File: src/rtl/glyph_pixel_pipe.sv
// glyph_pixel_pipe: three-stage pixel generator that renders scaled 8x8 glyphs
// from a built-in ROM, keeping RGB, syncs and blank mutually aligned.
module glyph_pixel_pipe #(
  parameter int unsigned SCALE_SHIFT = 3,
  parameter logic [23:0] BG_COLOR    = 24'hFFFFFF
) (
  input  logic        clk,
  input  logic        rst,
  input  logic        pix_en,
  input  logic [9:0]  hcount,
  input  logic [9:0]  vcount,
  input  logic        hsync_in,
  input  logic        vsync_in,
  input  logic        bright,
  input  logic        main,
  input  logic [5:0]  gbval,
  input  logic [9:0]  x_start,
  input  logic [9:0]  y_start,
  input  logic [23:0] rgb_color,
  output logic [7:0]  vga_r,
  output logic [7:0]  vga_g,
  output logic [7:0]  vga_b,
  output logic        vga_hs,
  output logic        vga_vs,
  output logic        vga_blank_o
);

  localparam int unsigned CoordW = 10;
  localparam int unsigned ColorW = 24;

  // Glyph bitmap row lookup; codes 0x12-0x1F are all-zero, bit 7 is the leftmost column.
  function automatic logic [7:0] f_glyph_row(input logic [4:0] code, input logic [2:0] row);
    logic [63:0] g;
    g = 64'h0;
    case (code)
      5'h00: g = 64'h3C66666666663C00;
      5'h01: g = 64'h1838181818187E00;
      5'h02: g = 64'h3C66060C30607E00;
      5'h03: g = 64'h3C66061C06663C00;
      5'h04: g = 64'h0C1C3C6C7E0C0C00;
      5'h05: g = 64'h7E607C0606663C00;
      5'h06: g = 64'h3C607C6666663C00;
      5'h07: g = 64'h7E060C1830303000;
      5'h08: g = 64'h3C66663C66663C00;
      5'h09: g = 64'h3C66663E060C3800;
      5'h0A: g = 64'h183C66667E666600;
      5'h0B: g = 64'h7C66667C66667C00;
      5'h0C: g = 64'h3C66606060663C00;
      5'h0D: g = 64'h786C6666666C7800;
      5'h0E: g = 64'h7E60607C60607E00;
      5'h0F: g = 64'h7E60607C60606000;
      5'h11: g = 64'h8142241818244281;
      default: g = 64'h0;
    endcase
    f_glyph_row = g[{3'(3'd7 - row), 3'b000} +: 8];
  endfunction

  // Stage 1 combinational: box-relative offset, scaled cell index and box guard.
  logic [CoordW-1:0] w_dx, w_dy, w_col, w_row;
  logic              w_in_box;
  logic              w_unused;

  assign w_dx     = hcount - x_start;
  assign w_dy     = vcount - y_start;
  assign w_col    = w_dx >> SCALE_SHIFT;
  assign w_row    = w_dy >> SCALE_SHIFT;
  assign w_in_box = main & (w_col < CoordW'(8)) & (w_row < CoordW'(8));
  assign w_unused = gbval[5];

  logic [2:0]        r1_row, r1_col;
  logic [4:0]        r1_code;
  logic [ColorW-1:0] r1_rgb;
  logic              r1_bright, r1_hs, r1_vs, r1_in_box;

  // Stage 1 registers: capture cell coordinates, code, colour and timing.
  always_ff @(posedge clk) begin
    if (rst) begin
      r1_row    <= '0;
      r1_col    <= '0;
      r1_code   <= '0;
      r1_rgb    <= '0;
      r1_bright <= 1'b0;
      r1_hs     <= 1'b1;
      r1_vs     <= 1'b1;
      r1_in_box <= 1'b0;
    end else if (pix_en) begin
      r1_row    <= w_row[2:0];
      r1_col    <= w_col[2:0];
      r1_code   <= gbval[4:0];
      r1_rgb    <= rgb_color;
      r1_bright <= bright;
      r1_hs     <= hsync_in;
      r1_vs     <= vsync_in;
      r1_in_box <= w_in_box;
    end
  end

  logic [7:0]        r2_rom_q;
  logic [2:0]        r2_col;
  logic [ColorW-1:0] r2_rgb;
  logic              r2_bright, r2_hs, r2_vs, r2_in_box;

  // Stage 2: synchronous ROM read with side-band signals carried alongside.
  always_ff @(posedge clk) begin
    if (rst) begin
      r2_rom_q  <= '0;
      r2_col    <= '0;
      r2_rgb    <= '0;
      r2_bright <= 1'b0;
      r2_hs     <= 1'b1;
      r2_vs     <= 1'b1;
      r2_in_box <= 1'b0;
    end else if (pix_en) begin
      r2_rom_q  <= f_glyph_row(r1_code, r1_row);
      r2_col    <= r1_col;
      r2_rgb    <= r1_rgb;
      r2_bright <= r1_bright;
      r2_hs     <= r1_hs;
      r2_vs     <= r1_vs;
      r2_in_box <= r1_in_box;
    end
  end

  // Stage 3 combinational: pick the glyph bit and resolve the pixel colour.
  logic              w_bit;
  logic [ColorW-1:0] w_pix;

  always_comb begin
    w_bit = r2_rom_q[3'(3'd7 - r2_col)];
    w_pix = BG_COLOR;
    if (!r2_bright)
      w_pix = '0;
    else if (r2_in_box && w_bit)
      w_pix = r2_rgb;
  end

  // Stage 3 registers: drive colour, syncs and blank on the same strobe.
  always_ff @(posedge clk) begin
    if (rst) begin
      vga_r       <= '0;
      vga_g       <= '0;
      vga_b       <= '0;
      vga_hs      <= 1'b1;
      vga_vs      <= 1'b1;
      vga_blank_o <= 1'b0;
    end else if (pix_en) begin
      vga_r       <= w_pix[23:16];
      vga_g       <= w_pix[15:8];
      vga_b       <= w_pix[7:0];
      vga_hs      <= r2_hs;
      vga_vs      <= r2_vs;
      vga_blank_o <= r2_bright;
    end
  end

endmodule

File: config.mk
export PLATFORM = sky130hd
export DESIGN_NAME = glyph_pixel_pipe
export DESIGN_NICKNAME = d
export VERILOG_FILES = /design/src/rtl/glyph_pixel_pipe.sv
export SDC_FILE = /design/constraint.sdc
export NUM_CORES = 1
export LEC_CHECK = 0
export ABC_AREA = 0
export BUFFER_PORTS_ARGS = -buffer_cell sky130_fd_sc_hd__buf_2
export CAP_MARGIN = 20
export CORE_ASPECT_RATIO = 0.6
export CORE_MARGIN = 2
export CORE_UTILIZATION = 51
export DETAILED_ROUTE_END_ITERATION = 10
export PLACE_DENSITY = 0.76
export SETUP_SLACK_MARGIN = 0.4
export SLEW_MARGIN = 20
export SYNTH_ARGS = -nofsm -noshare
export SYNTH_HDL_FRONTEND = slang
export SYNTH_SLANG_ARGS = --single-unit
File: constraint.sdc
create_clock -name clk -period 2.4 [get_ports clk]
set_input_delay 0.72 -clock clk [delete_from_list [all_inputs] [get_ports clk]]
set_output_delay 0.72 -clock clk [all_outputs]
set_load 0.01 [all_outputs]
# [Word level (Yosys, flattened, before mapping)]
# Memories as Yosys holds them, arrays and structs flattened. A register that Yosys moved wholly into a read port is not among the register bits.
# Index checks and enable logic that the tools add are counted.
[totals] wordCells=41 regBits=105 romBits=1472 memories=1 inputBits=77
[memory_table] name="(no name shown)" depth=32 width=46 read_ports=1 rd_clocked_by_memory_dff=1 write_ports=0 line_no="35" text="case (code)"
[classes] n_addsub=4 order_cmp=3 reduce_logical=1 muxes=8 bitwise=2 n_shift=1
[op_table] op="$mux W64" count=2
[op_table] op="$shiftx A64 B7 Y8" count=1
[op_table] op="$mux W24" count=2
[op_table] op="$sub A10 B10 Y10" count=2
[op_table] op="$lt A7 B4 Y1 const B" count=2
[op_table] op="$mux W5" count=2
[op_table] op="$sub A3 B3 Y3 const A" count=2
[op_table] op="$lt A3 B4 Y1 const B" count=1
[op_table] op="$bmux W1 S3" count=1
[op_table] op="$and A1 B1 Y1" count=2
[op_table] op="$logic_and A1 B1 Y1" count=1
[op_table] op="$mux W1" count=1

# [Longest topological paths before layout]
# Gate-level depths: netlist of run 1.
[depth] depth_word=6 ltp_mapped=11 ltp_nobuf=8

# [Worst setup path after synthesis of run 1]
# No wires, ideal clock.
[synth_path] kind="in2reg" start="in pix_en" end="reg (tool-made name)" path_buffers=3 setup_time_ns=0.074 t_arrival_ns=2.414 required_time_ns=2.326 path_stages=11 slack_ns=-0.088 path_cell_list="buf_6 > mux2i_1 > or2_2 > clkbuf_1 > inv_1 > ha_1 > clkbuf_1 > nand2_1 > a21oi_1 > a21oi_1 > o21ai_0"
[synth_rtl] item="start, declared" line_no="9" text="input logic pix_en,"

# [Final worst setup path of run 1]
[layout_path] start="in y_start[1]" end="reg r1_in_box"
[layout_between] elab_chain_len=3
[layout_lines] item="start, declared" line_no="18" text="input logic [9:0] y_start,"
[layout_lines] item="$sub A10 B10 Y10" line_no="64" text="assign w_dy = vcount - y_start;"
[layout_lines] item="$lt A7 B4 Y1" line_no="67" text="assign w_in_box = main & (w_col < CoordW'(8)) & (w_row < CoordW'(8));"
[layout_lines] item="$and A1 B1 Y1" line_no="67"
[layout_lines] item="end signal, assigned" line_no="94" text="r1_in_box <= w_in_box;"
[layout_lines] item="end, declared" line_no="73" text="logic r1_bright, r1_hs, r1_vs, r1_in_box;"
# Every way passes these cells.
# A chain may end at the register's enable or synchronous reset.

==> impl_metrics.toml, run 1 <==
[outcome]
status = "complete, no violations"

[critical_path]
crit_end = "r1_in_box$_SDFFE_PP0P_"
crit_chain = "buf_2, inv_1, ha_4, a2111oi_4, nor4_2, nor3_2, mux2i_1, o31ai_2"
r2r_cells = 6
reg2reg_to = "vga_g[4]$_SDFFE_PP0P_"
crit_fanout = 4
cp.required_ns = 2.69
cp.depth = 8
cpLargestDelayFamily = "compound AO/OA/AOI/OAI gates"
crit_path_start = "y_start[1]"
crit_slowest_cell = "a2111oi_4"
arrival_ns = 2.27
rr_startpoint = "r2_col[0]$_SDFFE_PP0P_"
reg2reg_slack_ns = 0.57
crit_buf_inv = 2
start_kind = "input pin"
max_stage_delay_ns = 0.46
worstSetupPathType = "in -> reg"
endpoint_kind = "register"

[global_route]
grt_pass1_vias = 5390
grt-ovfl-total = 0
grt_pass1_wl_um = 26050
grt_max_degree = 88
antenna_found_initial = 1
grt_usage = 0.2392

[clocking]
clk_path_buf_depth = 2
cts_tree = "done"
cts_sinks = 145
cts_buffers = 17
hold_buffers = 0
clk_pin_slew_ns = 0.06
clock_latency_ns = 0.41
htree_levels = 4
cts_root_buffer = "clkbuf_16"

[synthesis]
synthArstFlopShare = 0
ys_ff_latch = 145
synth_edf_count = 0
syn_avg_cell_area_um2 = 9.025
synthesis.instances = 719
synth_area_um2 = 6489
seq_area_frac_synth = 0.4474
synthesis.nets = 820
yosysWarningCount = 0
ys_types = 55
synth_top_flop_cell = "dfxtp_1"

[finish]
final_layout_size_suffix_gt1_frac = 0.2461
diodes = 0
fin_area_um2 = 7976
syn_to_final_growth_pct = 22.93
fin_nets = 929
final_cell_mix = "145 x dfxtp_1, 108 x nor2_1, 101 x buf_2"
final_util = 0.6528
final_common_cell = "dfxtp_1"

[sta]
tightest_slew_ns = 0.7321
period_minus_slack_ns = 1.985
fin_hold_ws_ns = 0.4526
fin_tns_setup_ns = 0
finalSetupViolCount = 0
fin_crit_sh = 0.8269
fmaxAchievable_mhz = 503.9
rsz0062_at_grt = "yes"
final_hold_viol_count = 0
max_slew_margin = 0.5119
skew_ns = 0.01111
report.final.slew_viol_count = 0

[flow_run]
max-cap-violations = 0

[die]
die_area_um2 = 13670
die_height_um = 91.37
start_util = 0.5311
core_area_um2 = 12220
die_x_um = 149.6
ioPinCount = 104
fp-row-count = 31

[power]
vdd_drop_max_uv = 547.6
p_leak_uw = 0.003669
fin_total_pwr_uw = 5963
powerDensity_nw_per_um2 = 747.5

[route]
drcViolationCount = 0
drt_iter0_drc = 476
vias_per_cell = 5.461
wl_um = 15850
ant_nets = 0
wl_per_cell_um = 15.76
drt-pass1-iter-count = 5
vias = 5494

[placement]
dpl-instance-area_um2 = 7365
gp_congestion = 0.9464
io_buffers = 102
hpwl_um = 11340

[hold_path]
hold_path_class = "reg -> reg"
layout make-up:
type	instances	area, µm²
multi-input combinational	494	3369
fill	1008	4242
timing repair buffer	135	810.8
sequential	145	2903
inverter	35	137.6
clock inverter	12	112.6
clock buffer	20	436.7
tap	165	206.4
tightest hold or removal path: stages (launching register included):
cell and delay (ns):
dfxtp_1 0.32, nand2_1 0.05, o21ai_0 0.05
layer usage:
metal / routed length [µm] / GRT usage
met1: 7621 / 0.3268
met2: 6734 / 0.3563
met3: 1333 / 0.08543
met4: 153 / 0.06746
met5: 11 / 0
cell families (layout without fill, tap and decap cells):
logic type               Yosys count  count (layout)  synth area share
buffers and inverters             80             202           0.05283
AO/OA/AOI/OAI                    146             146            0.1444
flip-flops                       145             145            0.4474
XOR/XNOR                           6               6          0.008099
multiplexers                      83              83            0.1437
AND/OR/NAND/NOR                  235             235            0.1573
adder cells (fa/ha/maj)           24              24           0.04628
cells in the mapped netlist, types with 2 or more instances:
cell type | instances | share of area
o21ai_0 | 46 | 0.035
a21oi_1 | 36 | 0.028
xor2_1 | 2 | 0.0027
nand2b_1 | 11 | 0.011
mux4_2 | 8 | 0.028
a31oi_1 | 5 | 0.0048
o211ai_1 | 10 | 0.012
nor2b_1 | 11 | 0.011
o221ai_1 | 3 | 0.0041
o21ai_1 | 5 | 0.0039
and3_1 | 4 | 0.0039
a211o_1 | 6 | 0.0081
or3_1 | 2 | 0.0019
inv_2 | 2 | 0.0012
a221oi_1 | 2 | 0.0027
a211oi_1 | 6 | 0.0069
nor3b_1 | 2 | 0.0023
nor4_1 | 3 | 0.0029
mux2i_1 | 74 | 0.11
a21boi_0 | 2 | 0.0023
clkbuf_1 | 28 | 0.016
o311ai_0 | 2 | 0.0027
nor2_2 | 2 | 0.0019
or2_2 | 4 | 0.0039
o22a_1 | 2 | 0.0027
buf_4 | 2 | 0.0023
nor3_1 | 6 | 0.0046
o21a_1 | 5 | 0.0058
ha_1 | 24 | 0.046
nand3_1 | 4 | 0.0031
a22oi_1 | 4 | 0.0046
buf_2 | 13 | 0.010
a21o_1 | 2 | 0.0023
a2111o_1 | 2 | 0.0035
dfxtp_1 | 145 | 0.45
nor2_1 | 111 | 0.064
inv_1 | 33 | 0.019
xnor2_1 | 4 | 0.0054
nand2_1 | 70 | 0.040
where the power goes:
| group | switching, µW | leakage [µW] | internal (µW) |
|---|---|---|---|
| logic | 486 | 0.00221 | 414 |
| clock network | 988 | 0.000264 | 1430 |
| registers | 72.8 | 0.00119 | 2570 |
worst min-delay path by stage:
stage / startpoint / end / slack [ns] / cells past startpoint
after floorplan: r1_hs$_SDFFE_PP1P_ / r2_hs$_SDFFE_PP1P_ / 0.43 / 1
after global placement: vga_b[1]$_SDFFE_PP0P_ / vga_b[1]$_SDFFE_PP0P_ / 0.43 / 2
after detailed placement: vga_b[1]$_SDFFE_PP0P_ / vga_b[1]$_SDFFE_PP0P_ / 0.45 / 2
after CTS: vga_b[6]$_SDFFE_PP0P_ / vga_b[6]$_SDFFE_PP0P_ / 0.45 / 2
after global routing: vga_b[7]$_SDFFE_PP0P_ / vga_b[7]$_SDFFE_PP0P_ / 0.47 / 2
final: vga_b[6]$_SDFFE_PP0P_ / vga_b[6]$_SDFFE_PP0P_ / 0.45 / 2
what timing repair did:
action                                  in CTS  in global routing
endpoints found under the setup margin       0                  5
buffers inserted                             0                  2
resized for setup                            0                  9
metrics by stage:
| stage | instances | worst slack, ns |
|---|---|---|
| 2_1_floorplan | 719 | 0.2295 |
| 3_3_place_gp | 972 | 0.01238 |
| 3_5_place_dp | 972 | 0.001050 |
| 4_1_cts | 1004 | 0.4156 |
| 5_1_grt | 1006 | 0.3237 |
| 6_report | 1006 | 0.4155 |
No activity file was read; power rests on OpenSTA's default activity.
==> run 2: changes to the inputs <==
==> constraint.sdc (replaced) <==
create_clock -name clk -period 1.8 [get_ports clk]
set_input_delay 0.54 -clock clk [delete_from_list [all_inputs] [get_ports clk]]
set_output_delay 0.54 -clock clk [all_outputs]
set_load 0.01 [all_outputs]
==> impl_metrics.toml, run 2 (synthesized netlist as in run 1, its figures left out) <==
[route]
wl_um = 23070
wl_per_cell_um = 20.58
vias_per_cell = 5.815
drt-pass1-iter-count = 6
vias = 6519
drcViolationCount = 0
drt_iter0_drc = 603
ant_nets = 0

[finish]
fin_nets = 1045
final_layout_size_suffix_gt1_frac = 0.5094
final_cell_mix = "113 x dfxtp_1, 101 x buf_4, 85 x nor2_1"
final_common_cell = "dfxtp_1"
syn_to_final_growth_pct = 60.26
diodes = 0
final_util = 0.8511
fin_area_um2 = 10400
num-fill-cells = 581

[critical_path]
crit_slowest_cell = "a2111o_1"
crit_buf_inv = 1
cp.depth = 7
reg2reg_slack_ns = 0.02
cp.required_ns = 2.13
arrival_ns = 2.12
max_stage_delay_ns = 0.42
crit_chain = "buf_2, xor2_1, nor3_1, a2111o_1, nor4_2, nand4_1, o31ai_2"
worstSetupPathType = "in -> reg"
cpLargestDelayFamily = "compound AO/OA/AOI/OAI gates"
start_kind = "input pin"
crit_fanout = 2
r2r_cells = 6
endpoint_kind = "register"

[sta]
report.final.slew_viol_count = 0
rsz0062_at_grt = "yes"
period_minus_slack_ns = 1.786
finalSetupViolCount = 0
fmaxAchievable_mhz = 560.0
max_slew_margin = 0.5227
skew_ns = 0.01156
fin_crit_sh = 0.9921
tightest_slew_ns = 0.7150
final_hold_viol_count = 0

[placement]
hpwl_um = 12420
dpl-instance-area_um2 = 8010
gp_congestion = 0.8882
io_buffers = 102

[clocking]
cts_buffers = 17
clk_pin_slew_ns = 0.06
clock_latency_ns = 0.42
cts_root_buffer = "clkbuf_16"
htree_levels = 4
clk_path_buf_depth = 2
cts_sinks = 145
cts_tree = "done"

[flow_run]
max-cap-violations = 0

[global_route]
grt_pass1_wl_um = 32160
grt-ovfl-total = 0
grt_usage = 0.3016
grt_pass1_vias = 6321
antenna_found_initial = 0
grt_max_degree = 89

[die]
fp-row-count = 31
die_height_um = 91.37
start_util = 0.5311
core_area_um2 = 12220
die_area_um2 = 13670
die_x_um = 149.6
ioPinCount = 104

[power]
vdd_drop_max_uv = 780.0
powerDensity_nw_per_um2 = 903.3
p_leak_uw = 0.004629

[hold_path]
hold_path_depth = 2
hold_path_class = "in -> reg"

[outcome]
status = "complete, no violations"
==> run 2: changes by cell type in the layout (fill, tap and decap cells not counted), sizes merged <==
cell,previous run,this run
clkinv,8,5
clkinvlp,3,2
clkbuf,20,19
bufinv,1,5
inv,35,36
buf,135,247
nand2,70,73
==> run 2: layer usage <==
layer,up-vias,GRT usage,part of all wire
met5,-,0,0
met4,0,0.1143,0.029
met3,78,0.05879,0.083
met2,369,0.4618,0.47
met1,3122,0.4208,0.42
li1,2950,-,-
==> run 2: repair_timing <==
item | in CTS | in global routing
buffers inserted | 37 | 18
gates cloned | 2 | 2
resized for setup | 217 | 99
pin swaps | 66 | 51
hold buffers | 0 | 0
setup endpoints to repair | 101 | 118
==> run 2: path summary, 6_finish.rpt <==
kind                                             start                     end
worst min register to register   vga_g[4]$_SDFFE_PP0P_   vga_g[4]$_SDFFE_PP0P_
worst min-delay path                          vsync_in      r1_vs$_SDFFE_PP1P_
worst max-delay path                        y_start[9]  r1_in_box$_SDFFE_PP0P_
worst max register to register  r2_col[1]$_SDFFE_PP0P_   vga_b[0]$_SDFFE_PP0P_
==> run 2: layout make-up <==
type                            count  area (µm²)  area share
Clock inverter                     13       210.2     0.02021
Clock buffer                       18       429.2     0.04127
Inverter                           35       193.9     0.01865
Tap cell                          165       206.4     0.01985
Timing Repair Buffer              248        2136      0.2054
Sequential cell                   145        2943      0.2830
Multi-Input combinational cell    497        4280      0.4116
==> run 2: report_power, final <==
part / total, µW / switching, µW / internal, µW / leakage, µW
combinational: 1920 / 952 / 968 / 0.00312
clock: 3900 / 1440 / 2460 / 0.000307
sequential: 3570 / 133 / 3440 / 0.00121
==> run 2: metrics by stage <==
stage / hold slack (ns) / TNS [ns] / total power (µW) / setup slack (ns) / instances
CTS: 0.3177 / 0 / 9056 / 0.06073 / 1101
finish: 0.3234 / 0 / 9393 / 0.01418 / 1121
floorplan: 0.4314 / -2.261 / 4495 / -0.1894 / 719
global placement: 0.4310 / -11.48 / 4937 / -0.3408 / 1031
detailed placement: 0.4356 / -14.65 / 4984 / -0.3756 / 1031
global route: 0.3427 / -0.03009 / 9674 / -0.01733 / 1121
==> run 2: worst register-to-register path, cell delays in order, from the launching register on <==
cell	delay (ns)
dfxtp_2	0.34
mux4_2	0.52
mux2_4	0.40
nand2_8	0.20
buf_12	0.13
nor2_4	0.03
o21ai_2	0.10
==> run 3: changes to the inputs <==
--- a/config.mk
+++ b/config.mk
@@ -7,12 +7,10 @@
 export LEC_CHECK = 0
 export ABC_AREA = 0
 export BUFFER_PORTS_ARGS = -buffer_cell sky130_fd_sc_hd__buf_2
-export CAP_MARGIN = 20
 export CORE_ASPECT_RATIO = 0.6
 export CORE_MARGIN = 2
-export CORE_UTILIZATION = 51
+export CORE_UTILIZATION = 41
 export DETAILED_ROUTE_END_ITERATION = 10
-export PLACE_DENSITY = 0.76
 export SETUP_SLACK_MARGIN = 0.4
 export SLEW_MARGIN = 20
 export SYNTH_ARGS = -nofsm -noshare
==> impl_metrics.toml, run 3 (synthesized netlist as in run 1, its figures left out) <==
[critical_path]
r2r_cells = 5
reg2reg_to = "vga_g[7]$_SDFFE_PP0P_"
endpoint_kind = "register"
worstSetupPathType = "in -> reg"
cp.required_ns = 2.13
start_kind = "input pin"
crit_fanout = 4
reg2reg_slack_ns = 0.10
rr_startpoint = "r2_col[1]$_SDFFE_PP0P_"
arrival_ns = 2.08
crit_path_start = "x_start[5]"

[global_route]
grt_usage = 0.2165
antenna_found_initial = 0
grt_pass1_vias = 5828
grt-ovfl-total = 0
grt_max_degree = 90
grt_pass1_wl_um = 29350

[finish]
final_cell_mix = "115 x dfxtp_1, 84 x buf_4, 78 x nor2_1"
instances_no_fill = 1150
final_util = 0.6832
num-fill-cells = 1137
final_layout_size_suffix_gt1_frac = 0.5121
final_common_cell = "dfxtp_1"
multiInputGateArea_um2 = 4425
fin_nets = 1035
regArea_um2 = 2940
syn_to_final_growth_pct = 62.30
diodes = 0

[power]
vdd_drop_max_uv = 730.6
p_leak_uw = 0.004548
fin_total_pwr_uw = 8987
powerDensity_nw_per_um2 = 853.4

[route]
drt-pass1-iter-count = 5
ant_nets = 0
wl_per_cell_um = 16.46
vias = 5918
drcViolationCount = 0
vias_per_cell = 5.146
drt_iter0_drc = 376
wl_um = 18930

[clocking]
cts_tree = "done"
htree_levels = 4
cts_root_buffer = "clkbuf_16"
cts_sinks = 145
clock_latency_ns = 0.42
clk_path_buf_depth = 2
clk_pin_slew_ns = 0.06
cts_buffers = 17

[sta]
report.final.slew_viol_count = 0
max_slew_margin = 0.4802
skew_ns = 0.01239
final_hold_viol_count = 0
fmaxAchievable_mhz = 572.4
fin_crit_sh = 0.9706
rsz0062_at_grt = "yes"
period_minus_slack_ns = 1.747
tightest_slew_ns = 0.7796
finalSetupViolCount = 0
fin_tns_setup_ns = 0

[flow_run]
max-cap-violations = 0

[hold_path]
holdPathEnd = "r1_vs$_SDFFE_PP1P_"
worstHoldStart = "vsync_in"
hold_path_depth = 2
hold_path_class = "in -> reg"

[die]
start_util = 0.4209
core_area_um2 = 15410
die_x_um = 166.4
die_height_um = 101.4
fp-row-count = 35
die_area_um2 = 16880
ioPinCount = 104

[outcome]
status = "complete, no violations"

[placement]
dp_cells = 1072
io_buffers = 102
hpwl_um = 11840
gp_congestion = 0.9057
[run 3: area by class of cell]
cell class | instances | area share
flip-flops and latches | 145 | 0.2792
well taps | 203 | 0.02412
clock buffers | 17 | 0.04039
repair buffers | 238 | 0.2005
clock inverters | 15 | 0.01604
inverters | 35 | 0.01948
multi-input cells | 497 | 0.4202
[run 3: layer usage]
metal,up-vias,track usage,share of wire
met4,0,0.07692,0.013
met5,-,0,0
met1,2829,0.3129,0.51
li1,2918,-,-
met2,151,0.3229,0.43
met3,20,0.04377,0.045
[run 3: where the power goes]
group          leakage [µW]  switching, µW  total (µW)  internal, µW
sequential          0.00121            118        3550          3430
combinational       0.00306            901        1890           992
clock              0.000284           1460        3540          2080
[run 3: per-stage QoR]
step	hold slack, ns	area [µm²]	worst slack, ns
3_5_place_dp	0.4368	8118	-0.3537
5_1_grt	0.3339	10530	-0.01150
4_1_cts	0.3148	9861	0.09983
2_1_floorplan	0.4314	7009	-0.1894
3_3_place_gp	0.4310	8118	-0.3515
6_report	0.3309	10530	0.05292
[run 3: worst max-delay path by stage]
stage,depth (start not counted),endpoint,slack (ns)
6_report,9,r1_in_box$_SDFFE_PP0P_,0.05
2_1_floorplan,8,register,-0.19
5_1_grt,9,r1_in_box$_SDFFE_PP0P_,-0.01
4_1_cts,8,r1_in_box$_SDFFE_PP0P_,0.1
3_5_place_dp,7,r1_in_box$_SDFFE_PP0P_,-0.35
3_3_place_gp,8,r1_in_box$_SDFFE_PP0P_,-0.35
[run 3: critical path, stage by stage]
cell	delay, ns
buf_2	0.08
inv_1	0.05
ha_4	0.28
buf_4	0.13
nand3_1	0.12
o221ai_1	0.25
mux2i_1	0.25
nand4_1	0.15
o31ai_2	0.23
[run 3: timing repair]
item / CTS / global route
setup endpoints to repair: 99 / 102
pin swaps: 68 / 43
gates cloned: 3 / 0
endpoints found under the hold margin: 0 / 0
gates resized for setup: 233 / 121
hold buffers: 0 / 0
buffers inserted: 24 / 19
